===== config.mk =====
export PLATFORM = sky130hd
export DESIGN_NAME = room_navigator
export DESIGN_NICKNAME = d
export VERILOG_FILES = /design/src/rtl/room_navigator.sv
export SDC_FILE = /design/constraint.sdc
export NUM_CORES = 1
export LEC_CHECK = 0
export ABC_AREA = 1
export BUFFER_PORTS_ARGS = -buffer_cell sky130_fd_sc_hd__buf_2
export CORE_MARGIN = 2
export CORE_UTILIZATION = 40
export CTS_CLUSTER_SIZE = 25
export DETAILED_ROUTE_END_ITERATION = 8
export PLACE_DENSITY_LB_ADDON = 0.05
export SETUP_SLACK_MARGIN = 0.2
export SLEW_MARGIN = 20
export SYNTH_ARGS = -nofsm -noshare
export SYNTH_HDL_FRONTEND = slang
export SYNTH_SLANG_ARGS = --single-unit

===== constraint.sdc =====
create_clock -name clk_vga -period 6.3 [get_ports clk_vga]
set_input_delay 1.26 -clock clk_vga [delete_from_list [all_inputs] [get_ports clk_vga]]
set_output_delay 1.26 -clock clk_vga [all_outputs]
set_load 0.01 [all_outputs]

===== src/rtl/room_navigator.sv =====
// -----------------------------------------------------------------------------
// room_navigator
//   Tracks the player's on-screen position and current room once per video
//   frame. Feeds mapX/mapY to map_generator and playerX/playerY to the
//   sprite/compositor stage. A wall hit reported during active video makes the
//   next frame revert to the previously committed position.
//
//   Frame flow: IDLE -(VBlank rise)-> STEP -> EDGE -> COMMIT -> IDLE.
//   The outputs update on the 3rd clk_vga edge after the frame-tick edge and
//   then hold for the rest of the frame.
//
// Ports
//   clk_vga     in   VGA pixel clock
//   reset       in   synchronous, active-low reset
//   VBlank      in   vertical blank; its rising edge is the frame tick
//   btnUp/Down  in   vertical move requests (Up decreases playerY)
//   btnLeft/Right in horizontal move requests
//   wallHit     in   player/wall pixel overlap from the compositor
//   mapX/mapY   out  current room coordinates (4 bits each)
//   playerX     out  player top-left X (10 bits)
//   playerY     out  player top-left Y (9 bits)
//   roomChange  out  one-cycle pulse when mapX/mapY changed
//
// Build option
//   ROOM_TABLE_CHECK_EN : when defined, a screen-edge crossing only changes
//   room if the destination is in the fixed legal-room table; otherwise the
//   player is clamped at that edge. Undefined: any room 0..15 is accepted.
// -----------------------------------------------------------------------------
module room_navigator #(
    parameter int START_X     = 3,
    parameter int START_Y     = 4,
    parameter int STEP        = 2,
    parameter int PLAYER_SIZE = 8,
    parameter int SCREEN_W    = 640,
    parameter int SCREEN_H    = 480
) (
    input  logic       clk_vga,
    input  logic       reset,
    input  logic       VBlank,
    input  logic       btnUp,
    input  logic       btnDown,
    input  logic       btnLeft,
    input  logic       btnRight,
    input  logic       wallHit,
    output logic [3:0] mapX,
    output logic [3:0] mapY,
    output logic [9:0] playerX,
    output logic [8:0] playerY,
    output logic       roomChange
);

    localparam logic [1:0] S_IDLE   = 2'd0;
    localparam logic [1:0] S_STEP   = 2'd1;
    localparam logic [1:0] S_EDGE   = 2'd2;
    localparam logic [1:0] S_COMMIT = 2'd3;

    localparam logic signed [10:0] STEP_S  = 11'(STEP);
    localparam logic signed [10:0] X_MAX   = 11'(SCREEN_W - PLAYER_SIZE);
    localparam logic signed [10:0] Y_MAX   = 11'(SCREEN_H - PLAYER_SIZE);
    // Entry coordinate when arriving from the opposite side of the screen.
    localparam logic signed [10:0] X_ENTER = 11'(SCREEN_W - PLAYER_SIZE - STEP);
    localparam logic signed [10:0] Y_ENTER = 11'(SCREEN_H - PLAYER_SIZE - STEP);
    localparam logic [9:0]         RST_PX  = 10'(SCREEN_W / 2 - PLAYER_SIZE / 2);
    localparam logic [8:0]         RST_PY  = 9'(SCREEN_H / 2 - PLAYER_SIZE / 2);

    logic [1:0]         state_q, state_d;
    logic               vblank_q;
    logic               hit_q, hit_d;
    logic [3:0]         mapx_q, mapx_d, mapy_q, mapy_d;
    logic [9:0]         px_q, px_d, prevx_q, prevx_d;
    logic [8:0]         py_q, py_d, prevy_q, prevy_d;
    logic               rc_q, rc_d;
    // STEP -> EDGE pipeline: signed candidate position and revert marker.
    logic signed [10:0] candx_q, candx_d, candy_q, candy_d;
    logic               revert_q, revert_d;
    // EDGE -> COMMIT pipeline: resolved position and room.
    logic [9:0]         resx_q, resx_d;
    logic [8:0]         resy_q, resy_d;
    logic [3:0]         resmx_q, resmx_d, resmy_q, resmy_d;

    logic signed [10:0] cur_x, cur_y, dx, dy;
    logic               x_lo, x_hi, y_lo, y_hi;
    logic [3:0]         tgt_mx, tgt_my;
    logic               x_legal, y_legal, x_ok, y_ok;
    logic [8:0]         y_clamped;

    assign cur_x = $signed({1'b0, px_q});
    assign cur_y = $signed({2'b00, py_q});

    // Opposite buttons on one axis cancel.
    always_comb begin
        dx = 11'sd0;
        dy = 11'sd0;
        if (btnRight && !btnLeft)      dx = STEP_S;
        else if (btnLeft && !btnRight) dx = -STEP_S;
        if (btnDown && !btnUp)         dy = STEP_S;
        else if (btnUp && !btnDown)    dy = -STEP_S;
    end

    assign x_lo = candx_q < 11'sd0;
    assign x_hi = candx_q > X_MAX;
    assign y_lo = candy_q < 11'sd0;
    assign y_hi = candy_q > Y_MAX;

    // Leaving through the top goes north, which is mapY+1.
    assign tgt_mx = x_lo ? mapx_q - 4'd1 : mapx_q + 4'd1;
    assign tgt_my = y_lo ? mapy_q + 4'd1 : mapy_q - 4'd1;

`ifdef ROOM_TABLE_CHECK_EN
    function automatic logic room_legal(input logic [3:0] rx, input logic [3:0] ry);
        case ({rx, ry})
            8'h11, 8'h12, 8'h13, 8'h14, 8'h15, 8'h16,
            8'h24, 8'h25, 8'h26,
            8'h34, 8'h35, 8'h36,
            8'h46, 8'h47:  room_legal = 1'b1;
            default:       room_legal = 1'b0;
        endcase
    endfunction
    assign x_legal = room_legal(tgt_mx, mapy_q);
    assign y_legal = room_legal(mapx_q, tgt_my);
`else
    assign x_legal = 1'b1;
    assign y_legal = 1'b1;
`endif

    // A revert candidate is always on-screen, but the explicit term keeps
    // revert frames from ever changing room.
    assign x_ok = !revert_q && x_legal && (x_lo ? (mapx_q != 4'd0) : (mapx_q != 4'hF));
    assign y_ok = !revert_q && y_legal && (y_lo ? (mapy_q != 4'hF) : (mapy_q != 4'd0));

    assign y_clamped = y_lo ? 9'd0 : (y_hi ? Y_MAX[8:0] : candy_q[8:0]);

    always_comb begin
        state_d  = state_q;
        hit_d    = hit_q | (wallHit & ~VBlank);
        mapx_d   = mapx_q;
        mapy_d   = mapy_q;
        px_d     = px_q;
        py_d     = py_q;
        prevx_d  = prevx_q;
        prevy_d  = prevy_q;
        rc_d     = 1'b0;
        candx_d  = candx_q;
        candy_d  = candy_q;
        revert_d = revert_q;
        resx_d   = resx_q;
        resy_d   = resy_q;
        resmx_d  = resmx_q;
        resmy_d  = resmy_q;

        case (state_q)
            S_IDLE: begin
                if (VBlank && !vblank_q) state_d = S_STEP;
            end
            S_STEP: begin
                revert_d = hit_q;
                if (hit_q) begin
                    candx_d = $signed({1'b0, prevx_q});
                    candy_d = $signed({2'b00, prevy_q});
                end else begin
                    candx_d = cur_x + dx;
                    candy_d = cur_y + dy;
                end
                state_d = S_EDGE;
            end
            S_EDGE: begin
                resmx_d = mapx_q;
                resmy_d = mapy_q;
                resx_d  = candx_q[9:0];
                resy_d  = candy_q[8:0];
                if (x_lo || x_hi) begin
                    // X crossing takes priority; Y just stays on screen.
                    resy_d = y_clamped;
                    if (x_ok) begin
                        resmx_d = tgt_mx;
                        resx_d  = x_lo ? X_ENTER[9:0] : STEP_S[9:0];
                    end else begin
                        resx_d  = x_lo ? 10'd0 : X_MAX[9:0];
                    end
                end else if (y_lo || y_hi) begin
                    if (y_ok) begin
                        resmy_d = tgt_my;
                        resy_d  = y_lo ? Y_ENTER[8:0] : STEP_S[8:0];
                    end else begin
                        resy_d  = y_clamped;
                    end
                end
                state_d = S_COMMIT;
            end
            S_COMMIT: begin
                mapx_d = resmx_q;
                mapy_d = resmy_q;
                px_d   = resx_q;
                py_d   = resy_q;
                // On a revert the new position equals prev, so prev is left
                // as-is: a second consecutive hit then holds the position.
                if (!revert_q) begin
                    prevx_d = px_q;
                    prevy_d = py_q;
                end
                rc_d    = (resmx_q != mapx_q) || (resmy_q != mapy_q);
                hit_d   = 1'b0;
                state_d = S_IDLE;
            end
            default: state_d = S_IDLE;
        endcase
    end

    always_ff @(posedge clk_vga) begin
        // Tracked through reset so a VBlank already high at release is not
        // mistaken for a fresh frame tick.
        vblank_q <= VBlank;
        if (!reset) begin
            state_q  <= S_IDLE;
            hit_q    <= 1'b0;
            mapx_q   <= 4'(START_X);
            mapy_q   <= 4'(START_Y);
            px_q     <= RST_PX;
            py_q     <= RST_PY;
            prevx_q  <= RST_PX;
            prevy_q  <= RST_PY;
            rc_q     <= 1'b0;
            candx_q  <= 11'sd0;
            candy_q  <= 11'sd0;
            revert_q <= 1'b0;
            resx_q   <= RST_PX;
            resy_q   <= RST_PY;
            resmx_q  <= 4'(START_X);
            resmy_q  <= 4'(START_Y);
        end else begin
            state_q  <= state_d;
            hit_q    <= hit_d;
            mapx_q   <= mapx_d;
            mapy_q   <= mapy_d;
            px_q     <= px_d;
            py_q     <= py_d;
            prevx_q  <= prevx_d;
            prevy_q  <= prevy_d;
            rc_q     <= rc_d;
            candx_q  <= candx_d;
            candy_q  <= candy_d;
            revert_q <= revert_d;
            resx_q   <= resx_d;
            resy_q   <= resy_d;
            resmx_q  <= resmx_d;
            resmy_q  <= resmy_d;
        end
    end

    assign mapX       = mapx_q;
    assign mapY       = mapy_q;
    assign playerX    = px_q;
    assign playerY    = py_q;
    assign roomChange = rc_q;

endmodule


==> implementation parameters, run 1 <==
Parameter                              Value

Yosys
  Synth warn    0
  Flip-flop and latch count after synthesis    101
  Share of flip-flops with an asynchronous set or reset    0%
  Netlist area before placement    5421 um2
  Average footprint of a synthesized cell    7.105 um2
  Leading register cell type out of synthesis    dfxtp_1
  Count of flip-flops with a built-in enable after synthesis    0
  Post-synth net total    792
  Number of standard cells after synthesis    763
  Post-synth cell types    44
  Sequential cell area fraction in the yosys report    37.30%

Pwr
  Relative contribution of the clock network to total power    30.1%
  Cell Pwr Density    between 300 and 400 nW/um2
  P_int    1381 uW
  Switching portion of total power    35.09%
  Share of total power in sequential cells    40.4%
  Logic gate share of total power    roughly 30%
  LEAKAGE    0.002850 uW
  Peak supply drop    0.1632 mV
  Switching pwr    between 700 and 800 uW

Timing
  Worst slew margin    43.61%
  Maximum clock frequency    326.4 MHz
  Worst Skew    0.007000 ns
  Worst hold slack    0.4453 ns
  Minimum clock period after layout    3.064 ns
  Total negative slack    0 ns
  Fraction of the cycle the final worst path needs    between 40% and 50%
  Final setup fails    0
  Worst Tran Pin Value    0.8458 ns
  Unrepaired setup endpoints after global routing    false
  Final-report hold violation count    0
  Max Slew Vio Count    0

Worst setup path
  Category of the worst setup path capture point    flip-flop
  CP startpoint kind    input pin
  Critical path data required time    6.51 ns
  Crit path DAT    ~3.3 ns
  Largest fanout on the critical path    16
  Worst Setup Path Type    input pin to flip-flop
  Endpoint of the most critical register-to-register path    playerX[1]
  Worst setup slack for register-to-register paths    4.19 ns
  Worst reg2reg path depth    4
  Critical register-to-register path startpoint    state_q[0]

GRT
  Vias in the first global route    4585
  Overall overflow remaining after global route    0
  Maximum number of pins on one net before global-route repair    43
  Wire length of the first global-routing pass    23.83 mm
  Antenna violations before repair    0
  Overall fraction of global-route tracks in use    between 20% and 30%

Clock network
  Insertion delay to the later sink of the worst-skew pair    0.34 ns
  Post-CTS setup buffer count    0
  Hold Buf Count CTS    0
  Clock slew seen by the registers of the worst setup and hold paths    0.07 ns
  TritonCTS clock tree    done
  Number of clock buffers inserted by TritonCTS    9
  Maximum number of buffers from clock root to sink    2
  CTS resizes    0
  Number of sinks on the clock net    approximately 100
  CTS H-Tree Depth    3
  Clock Root Buffer    clkbuf_16

Die
  Horiz. Die Dim    120.4 um
  I/O pin total    36
  Overall die area    14500 um2
  Core Rows    42
  Height of the die    120.4 um
  Starting utilization of the core area    roughly two fifths
  Placeable core region    13240 um2

Placed design
  DP Cell Count    948
  Port Buffers    35
  DP HPWL    10.25 mm
  Placer's final routability congestion estimate    0.8482

Layout
  Leading cell type in the layout, fill and taps excluded    nand2_1
  Final cell count without fillers    964
  # nets final    812
  Commonest cells after routing, fill and taps aside    nand2_1, dfxtp_1, inv_1
  Relative area change from synthesis to final layout    11.79%
  Fraction of final layout cells with drive strength greater than 1    12.31%
  Number of antenna diodes    0

Worst hold path
  Hold Crit Depth    2
  Worst hold endpoint    playerX[6]
  Origin of the worst min-delay path    resx_q[6]
  Kind of path behind the tightest hold check    flip-flop to flip-flop

Outcome
  Result of the run    completed

Drt
  Detailed-router iteration count before antenna repair    6
  Initial DRC Count    356
  Detail Route Antenna Nets    0
  Average vias per placed instance    5.111
  Routed Wire Length    14.80 mm
  Via count of the routed design    4927
  Average wire length per cell after detail routing    about 15 um
  DRC errors left    0

Run
  Max-cap violations    0
==> critical path, cell delays in order <==
cell     delay (ns)
buf_2          0.09
inv_1          0.06
ha_1           0.53
nand2_1        0.14
inv_1          0.09
nor2_2         0.05
ha_1           0.19
a21o_1         0.17
nand3_1        0.07
nand2_1        0.11
nand2_1        0.10
nand2_1        0.05
nand2_1        0.05
nand3_1        0.07
nand2_1        0.15
a21oi_1        0.08
==> power by group through the flow <==
stage | combinational (uW) | sequential (uW) | clock [uW]
final | 627 | 860 | 640
after global routing | 717 | 875 | 675
after CTS | 630 | 858 | 650
after detailed placement | 627 | 871 | 0
after global placement | 617 | 870 | 0
after floorplan | 475 | 846 | 0
==> Yosys cell counts, types with 2 or more instances <==
library cell	number	area (um2)
o22ai_1	6	37.54
o21bai_1	5	37.54
fa_1	2	40.04
nor2_2	9	56.30
nor2_1	59	221.5
nand2_2	11	68.82
o21ai_1	2	10.01
nand3_1	51	255.2
xnor2_1	2	17.52
a221oi_1	2	17.52
o21ai_0	45	225.2
nand4_1	7	43.79
dfxtp_1	101	2022
buf_6	3	33.78
clkbuf_1	22	82.58
nor2_4	5	56.30
buf_2	5	25.02
clkinv_1	3	11.26
nand3_2	2	20.02
a22o_1	2	17.52
inv_2	2	7.510
inv_1	99	371.6
nor3_1	4	20.02
a22oi_1	6	45.04
xor2_2	2	32.53
ha_1	19	237.7
a21oi_1	66	330.3
a21oi_2	4	35.03
o211ai_1	25	187.7
nand2_1	162	608.1
or2_2	2	12.51
o21a_1	4	30.03
buf_1	2	7.510
xor2_1	11	96.34
a211oi_1	2	15.01
==> layer usage <==
layer / track usage (%) / vias up / share of wire, %
met1: 30.18 / 2261 / 52
met2: 31.96 / 106 / 43
met3: 2.311 / 24 / 3.2
met5: 0 / - / 0
met4: 7.485 / 0 / 2.1
li1: - / 2536 / -
==> stage by stage <==
stage          setup slack [ns]  power (uW)  utilization [%]  area [um2]
4_1_cts                   3.222        2139            45.77        6061
5_1_grt                   2.987        2267            45.77        6061
6_report                  3.236        2127            45.77        6061
2_1_floorplan             3.452        1321                -        5421
3_3_place_gp              2.885        1487            43.14        5713
3_5_place_dp              2.858        1498            43.14        5713
==> kinds of logic (layout without fill, tap and decap cells) <==
kind of cell / count (synthesis) / after routing / synth area share [%]
and+or+nand+nor: 316 / 316 / 25.94
adders and majority gates: 21 / 21 / 5.124
DFF: 101 / 101 / 37.30
xor gates and xnor gates: 15 / 15 / 2.700
AOI/OAI and AO/OA: 174 / 174 / 18.99
buffers and inverters: 136 / 161 / 9.947
==> flip-flops by register name, indices dropped and copies added (netlist names), 2 cells and up <==
signal and count:
resmx_q 4, mapX 4, candy_q 11, resmy_q 4, resy_q 9, playerX 10, state_q 2, candx_q 11
prevy_q 9, prevx_q 10, mapY 4, resx_q 10, playerY 9
==> how the worst max path moves through the flow <==
stage | from | endpoint | slack [ns]
6_report | btnRight | candx_q[9] | 3.24
5_1_grt | btnRight | candx_q[9] | 2.99
4_1_cts | btnRight | candx_q[9] | 3.22
3_5_place_dp | btnRight | candx_q[9] | 2.86
3_3_place_gp | btnDown | candy_q[5] | 2.88
2_1_floorplan | btnRight | candx_q[5] | 3.45
==> area by class of cell <==
type	count	area (um2)
clock buffer	10	239.0
clock inverter	6	108.9
fill	1371	7182
inverter	104	390.4
multi-input combinational	526	2860
sequential	101	2022
tap	176	220.2
timing repair buffer	41	220.2
Power figures use the tool's default switching activity.
==> run 2: changes to the inputs <==
==> constraint.sdc (replaced) <==
create_clock -name clk_vga -period 2.9 [get_ports clk_vga]
set_input_delay 0.58 -clock clk_vga [delete_from_list [all_inputs] [get_ports clk_vga]]
set_output_delay 0.58 -clock clk_vga [all_outputs]
set_load 0.01 [all_outputs]
==> run 2 against run 1 <==
Compared with the run above: sequential power grew 120%; clock skew is 0.0031 ns higher; sequential share of layout area is 0.12 points lower; register-to-register slack worse by 3.2 ns; via count increased by 0.57%; combinational power is 120% higher; clock power up 110%; design area rose by 0.35%; total power rose by 120%; first-iteration DRC count is 31% higher; utilization increased by 0.16 points; critical endpoint is now candx_q[5]; largest power group unchanged.
==> implementation parameters, run 2 (synthesized netlist as in run 1, its figures left out) <==
Parameter                              Value

Pwr
  Peak supply drop    0.3171 mV (was 0.1632 mV)
  Cell Pwr Density    753.1 nW/um2 (was 351.0 nW/um2)
  Overall Power    4580 uW (was 2127 uW)
  LEAKAGE    0.002857 uW (was 0.002850 uW)

Drt
  Average wire length per cell after detail routing    15.30 um (was 15.35 um)
  Detail Route Antenna Nets    0 (unchanged)
  Via count of the routed design    4955 (was 4927)
  Initial DRC Count    468 (was 356)
  Routed met2 length    6.426 mm (was 6.332 mm)
  Detailed-router iteration count before antenna repair    5 (was 6)
  DRC errors left    0 (unchanged)
  Met1 WL    7.501 mm (was 7.682 mm)
  Highest Signal Layer    met4 (unchanged)
  Average vias per placed instance    5.114 (was 5.111)
  Wire length on met3    735 um (was 477 um)
  Routed Wire Length    14.82 mm (was 14.80 mm)

Worst setup path
  Largest fanout on the critical path    3 (was 16)
  Crit path from    btnRight (unchanged)
  Category of the worst setup path capture point    flip-flop (unchanged)
  Critical register-to-register path startpoint    state_q[1] (was state_q[0])
  Worst Setup Path Type    input pin to flip-flop (unchanged)
  CP startpoint kind    input pin (unchanged)
  Critical path data required time    3.11 ns (was 6.51 ns)
  Crit path DAT    2.22 ns (was 3.28 ns)

Layout
  Fraction of final layout cells with drive strength greater than 1    12.86% (was 12.31%)
  Leading cell type in the layout, fill and taps excluded    nand2_1 (unchanged)
  Commonest cells after routing, fill and taps aside    nand2_1, dfxtp_1, inv_1 (unchanged)
  # nets final    817 (was 812)
  Final cell count without fillers    969 (was 964)
  Filler cell count    1388 (was 1371)
  Number of antenna diodes    0 (unchanged)
  Cell area after layout    6082 um2 (was 6061 um2)
  Registers with the most flip-flops    candx_q (11), candy_q (11) (unchanged)
  Relative area change from synthesis to final layout    12.19% (was 11.79%)

Clock network
  Clock Root Buffer    clkbuf_16 (unchanged)
  Post-CTS setup buffer count    0 (unchanged)
  CTS H-Tree Depth    3 (unchanged)
  TritonCTS clock tree    done (unchanged)
  CTS resizes    0 (unchanged)
  Clock slew seen by the registers of the worst setup and hold paths    0.07 ns (about the same)
  Number of clock buffers inserted by TritonCTS    9 (unchanged)
  Insertion delay to the later sink of the worst-skew pair    0.35 ns (was 0.34 ns)
  Hold Buf Count CTS    0 (unchanged)
  Maximum number of buffers from clock root to sink    2 (unchanged)
  Number of sinks on the clock net    101 (unchanged)

GRT
  Overall fraction of global-route tracks in use    21.06% (was 20.82%)
  Wire length of the first global-routing pass    24.01 mm (was 23.83 mm)
  Vias in the first global route    4610 (was 4585)
  Overall overflow remaining after global route    0 (unchanged)
  Antenna violations before repair    0 (unchanged)
  Maximum number of pins on one net before global-route repair    40 (was 43)

Die
  Height of the die    120.4 um (unchanged)
  Starting utilization of the core area    40.94% (unchanged)
  Placeable core region    13240 um2 (unchanged)
  Core Rows    42 (unchanged)
  I/O pin total    36 (unchanged)
  Horiz. Die Dim    120.4 um (unchanged)
  Overall die area    14500 um2 (unchanged)

Timing
  Worst hold slack    0.3486 ns (was 0.4453 ns)
  Worst slew margin    56.55% (was 43.61%)
  Minimum clock period after layout    just over 2 ns
  Final setup fails    0 (unchanged)
  Unrepaired setup endpoints after global routing    false (unchanged)
  Total negative slack    0 ns (unchanged)
  Worst Skew    0.01011 ns (was 0.007000 ns)
  Fraction of the cycle the final worst path needs    69.38%
  Final-report hold violation count    0 (unchanged)
  Max Slew Vio Count    0 (unchanged)
  Worst Tran Pin Value    0.6478 ns (was 0.8458 ns)
  Maximum clock frequency    between 400 and 500 MHz

Placed design
  Placer's final routability congestion estimate    0.8668 (was 0.8482)
  Placed instance area    5751 um2 (was 5713 um2)
  DP HPWL    10.52 mm (was 10.25 mm)
  Port Buffers    35 (unchanged)
  DP Cell Count    953 (was 948)

Run
  Max-cap violations    0 (unchanged)

Outcome
  Result of the run    completed (unchanged)

Worst hold path
  Origin of the worst min-delay path    VBlank (was resx_q[6])
  Kind of path behind the tightest hold check    input pin to flip-flop (was flip-flop to flip-flop)
==> run 2: cell types whose count changed in the layout (fill, tap and decap cells not counted) <==
| cell | previous run | this run |
|---|---|---|
| clkinvlp_4 | 0 | 2 |
| bufinv_16 | 3 | 2 |
| buf_4 | 6 | 11 |
| inv_6 | 1 | 2 |
| clkinv_2 | 2 | 0 |
==> run 2: cell type report <==
cell class | instances | area [um2] | area share (%)
inverter | 104 | 390.4 | 6.418
clock buffer | 10 | 239.0 | 3.929
tap | 176 | 220.2 | 3.621
clock inverter | 6 | 92.59 | 1.522
multi-input combinational | 526 | 2860 | 47.03
timing repair buffer | 46 | 257.7 | 4.238
sequential | 101 | 2022 | 33.24
==> run 2: routing by layer <==
| metal | vias up | GRT usage [%] |
|---|---|---|
| met5 | - | 0 |
| met4 | 0 | 5.451 |
| met3 | 13 | 3.208 |
| met2 | 114 | 31.67 |
| met1 | 2287 | 31.38 |
| li1 | 2541 | - |
==> run 2: metrics by stage <==
stage | worst slack [ns] | utilization (%)
global placement | 0.5794 | 43.42
global route | 0.6838 | 45.93
floorplan | 0.7315 | -
detailed placement | 0.5385 | 43.42
CTS | 0.9033 | 45.93
finish | 0.8881 | 45.93
==> run 2: final timing paths <==
check	to	slack [ns]	cells past startpoint
max reg2reg	candx_q[10]	1.00	6
min reg2reg	playerX[6]	0.46	2
min	vblank_q	0.35	1
max	candx_q[5]	0.89	12
==> run 2: report_power, final <==
part	internal, uW	switching (uW)	total (uW)
clock	786	545	1330
combinational	470	905	1380
sequential	1670	203	1870
total	2930	1650	4580
==> run 2: critical path, cell delays in order <==
cell and delay, ns:
buf_2 0.07, inv_1 0.04, ha_1 0.27, inv_1 0.04
ha_1 0.20, ha_1 0.18, a21o_1 0.18, nand3_1 0.07
nand2_1 0.10, xor2_1 0.19, o21ai_0 0.20, a21oi_1 0.09
==> run 3: changes to the inputs <==
==> constraint.sdc (replaced) <==
create_clock -name clk_vga -period 1.7 [get_ports clk_vga]
set_input_delay 0.34 -clock clk_vga [delete_from_list [all_inputs] [get_ports clk_vga]]
set_output_delay 0.34 -clock clk_vga [all_outputs]
set_load 0.01 [all_outputs]
==> run 3 against run 2 <==
Compared with the run above: sequential cell count stayed put; non-clock buffer count is 73 higher; wire length is 7.4% higher; via count is 6.7% higher; total power is 81% higher; critical path depth is 2 lower; highest routed layer unchanged; clock power is 56% higher; design area is 18% higher; largest power group unchanged.
==> implementation parameters, run 3 (synthesized netlist as in run 1, its figures left out) <==
Parameter                              Value

Outcome
  Result of the run    completed (unchanged)

Timing
  Worst slew margin    70.65% (was 56.55%)
  Final setup fails    0 (unchanged)
  Minimum clock period after layout    1.575 ns
  Final-report hold violation count    0 (unchanged)
  Max Slew Vio Count    0 (unchanged)
  Maximum clock frequency    around 630 MHz
  Unrepaired setup endpoints after global routing    true (was false)
  Fraction of the cycle the final worst path needs    between 90% and 100%
  Worst Tran Pin Value    0.4403 ns (was 0.6478 ns)
  Worst Skew    0.01018 ns (was 0.01011 ns)

Clock network
  Insertion delay to the later sink of the worst-skew pair    0.35 ns (about the same)
  TritonCTS clock tree    done (unchanged)
  Clock slew seen by the registers of the worst setup and hold paths    0.07 ns (about the same)
  Number of clock buffers inserted by TritonCTS    9 (unchanged)
  Clock Root Buffer    clkbuf_16 (unchanged)
  CTS H-Tree Depth    3 (unchanged)
  Number of sinks on the clock net    101 (unchanged)
  Maximum number of buffers from clock root to sink    2 (unchanged)
  Hold Buf Count CTS    0 (unchanged)

Pwr
  Switching portion of total power    36.46% (was 36.09%)
  Overall Power    8288 uW (was 4580 uW)
  Relative contribution of the clock network to total power    25.2% (was 29.1%)
  LEAKAGE    0.003275 uW (was 0.002857 uW)
  Peak supply drop    0.7092 mV (was 0.3171 mV)
  Switching pwr    3022 uW (was 1653 uW)
  P_int    5266 uW (was 2927 uW)
  Cell Pwr Density    1154 nW/um2 (was 753.1 nW/um2)
  Share of total power in sequential cells    38.5% (was 40.9%)
  Logic gate share of total power    36.3% (was 30.0%)

Worst setup path
  Crit path DAT    1.86 ns (was 2.22 ns)
  CP startpoint kind    flip-flop (was input pin)
  Critical register-to-register path startpoint    playerY[2] (was state_q[1])
  Largest fanout on the critical path    3 (unchanged)
  Critical path's slowest cell    dfxtp_4 (was ha_1)
  Category of the worst setup path capture point    flip-flop (unchanged)
  Worst Setup Path Type    flip-flop to flip-flop (was input pin to flip-flop)
  Crit path from    playerY[2] (was btnRight)
  Critical-path cell list    buf_6 -> nor2_4 -> nor2_4 -> ha_2 -> o21bai_4 -> buf_4 -> buf_6 -> a21oi_2 -> o21ai_1 -> a21oi_1 (was buf_2 -> inv_1 -> ha_1 -> inv_1 -> ha_1 -> ha_1 -> a21o_1 -> nand3_1 -> nand2_1 -> xor2_1 -> o21ai_0 -> a21oi_1)
  Critical path data required time    1.98 ns (was 3.11 ns)
  Worst path max stage delay    0.36 ns (was 0.27 ns)

Die
  Starting utilization of the core area    40.94% (unchanged)
  Core Rows    42 (unchanged)
  Horiz. Die Dim    120.4 um (unchanged)
  I/O pin total    36 (unchanged)
  Placeable core region    13240 um2 (unchanged)
  Height of the die    120.4 um (unchanged)
  Overall die area    14500 um2 (unchanged)

Drt
  Initial DRC Count    485 (was 468)
  Average vias per placed instance    5.075 (was 5.114)
  DRC errors left    0 (unchanged)
  Via count of the routed design    5288 (was 4955)
  Detailed-router iteration count before antenna repair    5 (unchanged)
  Average wire length per cell after detail routing    15.27 um (was 15.30 um)
  Detail Route Antenna Nets    0 (unchanged)
  Routed Wire Length    15.92 mm (was 14.82 mm)

GRT
  Overall overflow remaining after global route    0 (unchanged)
  Antenna violations before repair    0 (unchanged)
  Vias in the first global route    4895 (was 4610)
  Overall fraction of global-route tracks in use    22.30% (was 21.06%)
  Wire length of the first global-routing pass    25.62 mm (was 24.01 mm)
  Maximum number of pins on one net before global-route repair    32 (was 40)

Placed design
  Placer's final routability congestion estimate    0.8407 (was 0.8668)
  DP HPWL    11.28 mm (was 10.52 mm)
  Port Buffers    35 (unchanged)
  DP Cell Count    1012 (was 953)

Layout
  Registers with the most flip-flops    candx_q (11), candy_q (11) (unchanged)
  Leading cell type in the layout, fill and taps excluded    nand2_1 (unchanged)
  Fraction of final layout cells with drive strength greater than 1    31.64% (was 12.86%)
  Final cell count without fillers    1042 (was 969)
  Commonest cells after routing, fill and taps aside    nand2_1, inv_1, dfxtp_1 (was nand2_1, dfxtp_1, inv_1)
  # nets final    890 (was 817)
  Relative area change from synthesis to final layout    32.45% (was 12.19%)
  Filler cell count    1315 (was 1388)
  Number of antenna diodes    0 (unchanged)

Run
  Max-cap violations    0 (unchanged)

Worst hold path
  Origin of the worst min-delay path    VBlank (unchanged)
  Kind of path behind the tightest hold check    input pin to flip-flop (unchanged)
## run 3: worst paths after layout
kind	to	slack (ns)	cells after the start
worst max-delay path	candy_q[3]	0.13	10
worst min-delay path	vblank_q	0.11	1
worst max register to register	candy_q[3]	0.13	10
worst min register to register	playerX[6]	0.45	2
## run 3: cell type report
| class | instances | area [um2] | area share (%) |
|---|---|---|---|
| repair buffers | 119 | 883.3 | 12.30 |
| multi-input cells | 526 | 3278 | 45.65 |
| well taps | 176 | 220.2 | 3.067 |
| flip-flops and latches | 101 | 2069 | 28.82 |
| clock inverters | 5 | 58.81 | 0.8190 |
| inverters | 104 | 427.9 | 5.959 |
| clock buffers | 11 | 242.7 | 3.380 |
## run 3: critical path: cells and delay by family, from the launching register on
family | cells | cell delay (ns)
AND/OR/NAND/NOR | 2 | 0.13
AO/OA/AOI/OAI | 4 | 0.50
flip-flops | 1 | 0.36
buffers and inverters | 3 | 0.37
adder cells (fa/ha/maj) | 1 | 0.16
## run 3: timing repair
action	4_1_cts	5_1_grt
pin swaps	17	29
setup buffers	3	11
endpoints found under the setup margin	28	41
gates resized for setup	55	75
## run 3: power by group through the flow
stage / Clock, uW / Combinational (uW) / Sequential (uW)
finish: 2080 / 3010 / 3190
global route: 2230 / 3360 / 3250
CTS: 2120 / 2740 / 3170
detailed placement: 0 / 2630 / 3220
global placement: 0 / 2610 / 3210
floorplan: 0 / 1790 / 3140
## run 3: metal layers
metal	up-vias	routed length (um)	GRT usage (%)
met2	121	7129	34.39
met4	0	211	6.177
li1	2695	-	-
met1	2458	7843	32.53
met3	14	731	3.113
met5	-	0	0
## run 3: stage by stage
stage	instance area, um2	worst slack, ns	setup TNS (ns)	hold WS [ns]	util, %
floorplan	5549	-0.1076	-0.2765	0.3677	-
global placement	6330	-0.3693	-3.941	0.4401	47.80
detailed placement	6330	-0.3858	-4.248	0.4410	47.80
CTS	6848	0.1531	0	0.09604	51.71
global route	7181	0.04408	0	0.09631	54.22
finish	7181	0.1251	0	0.1088	54.22
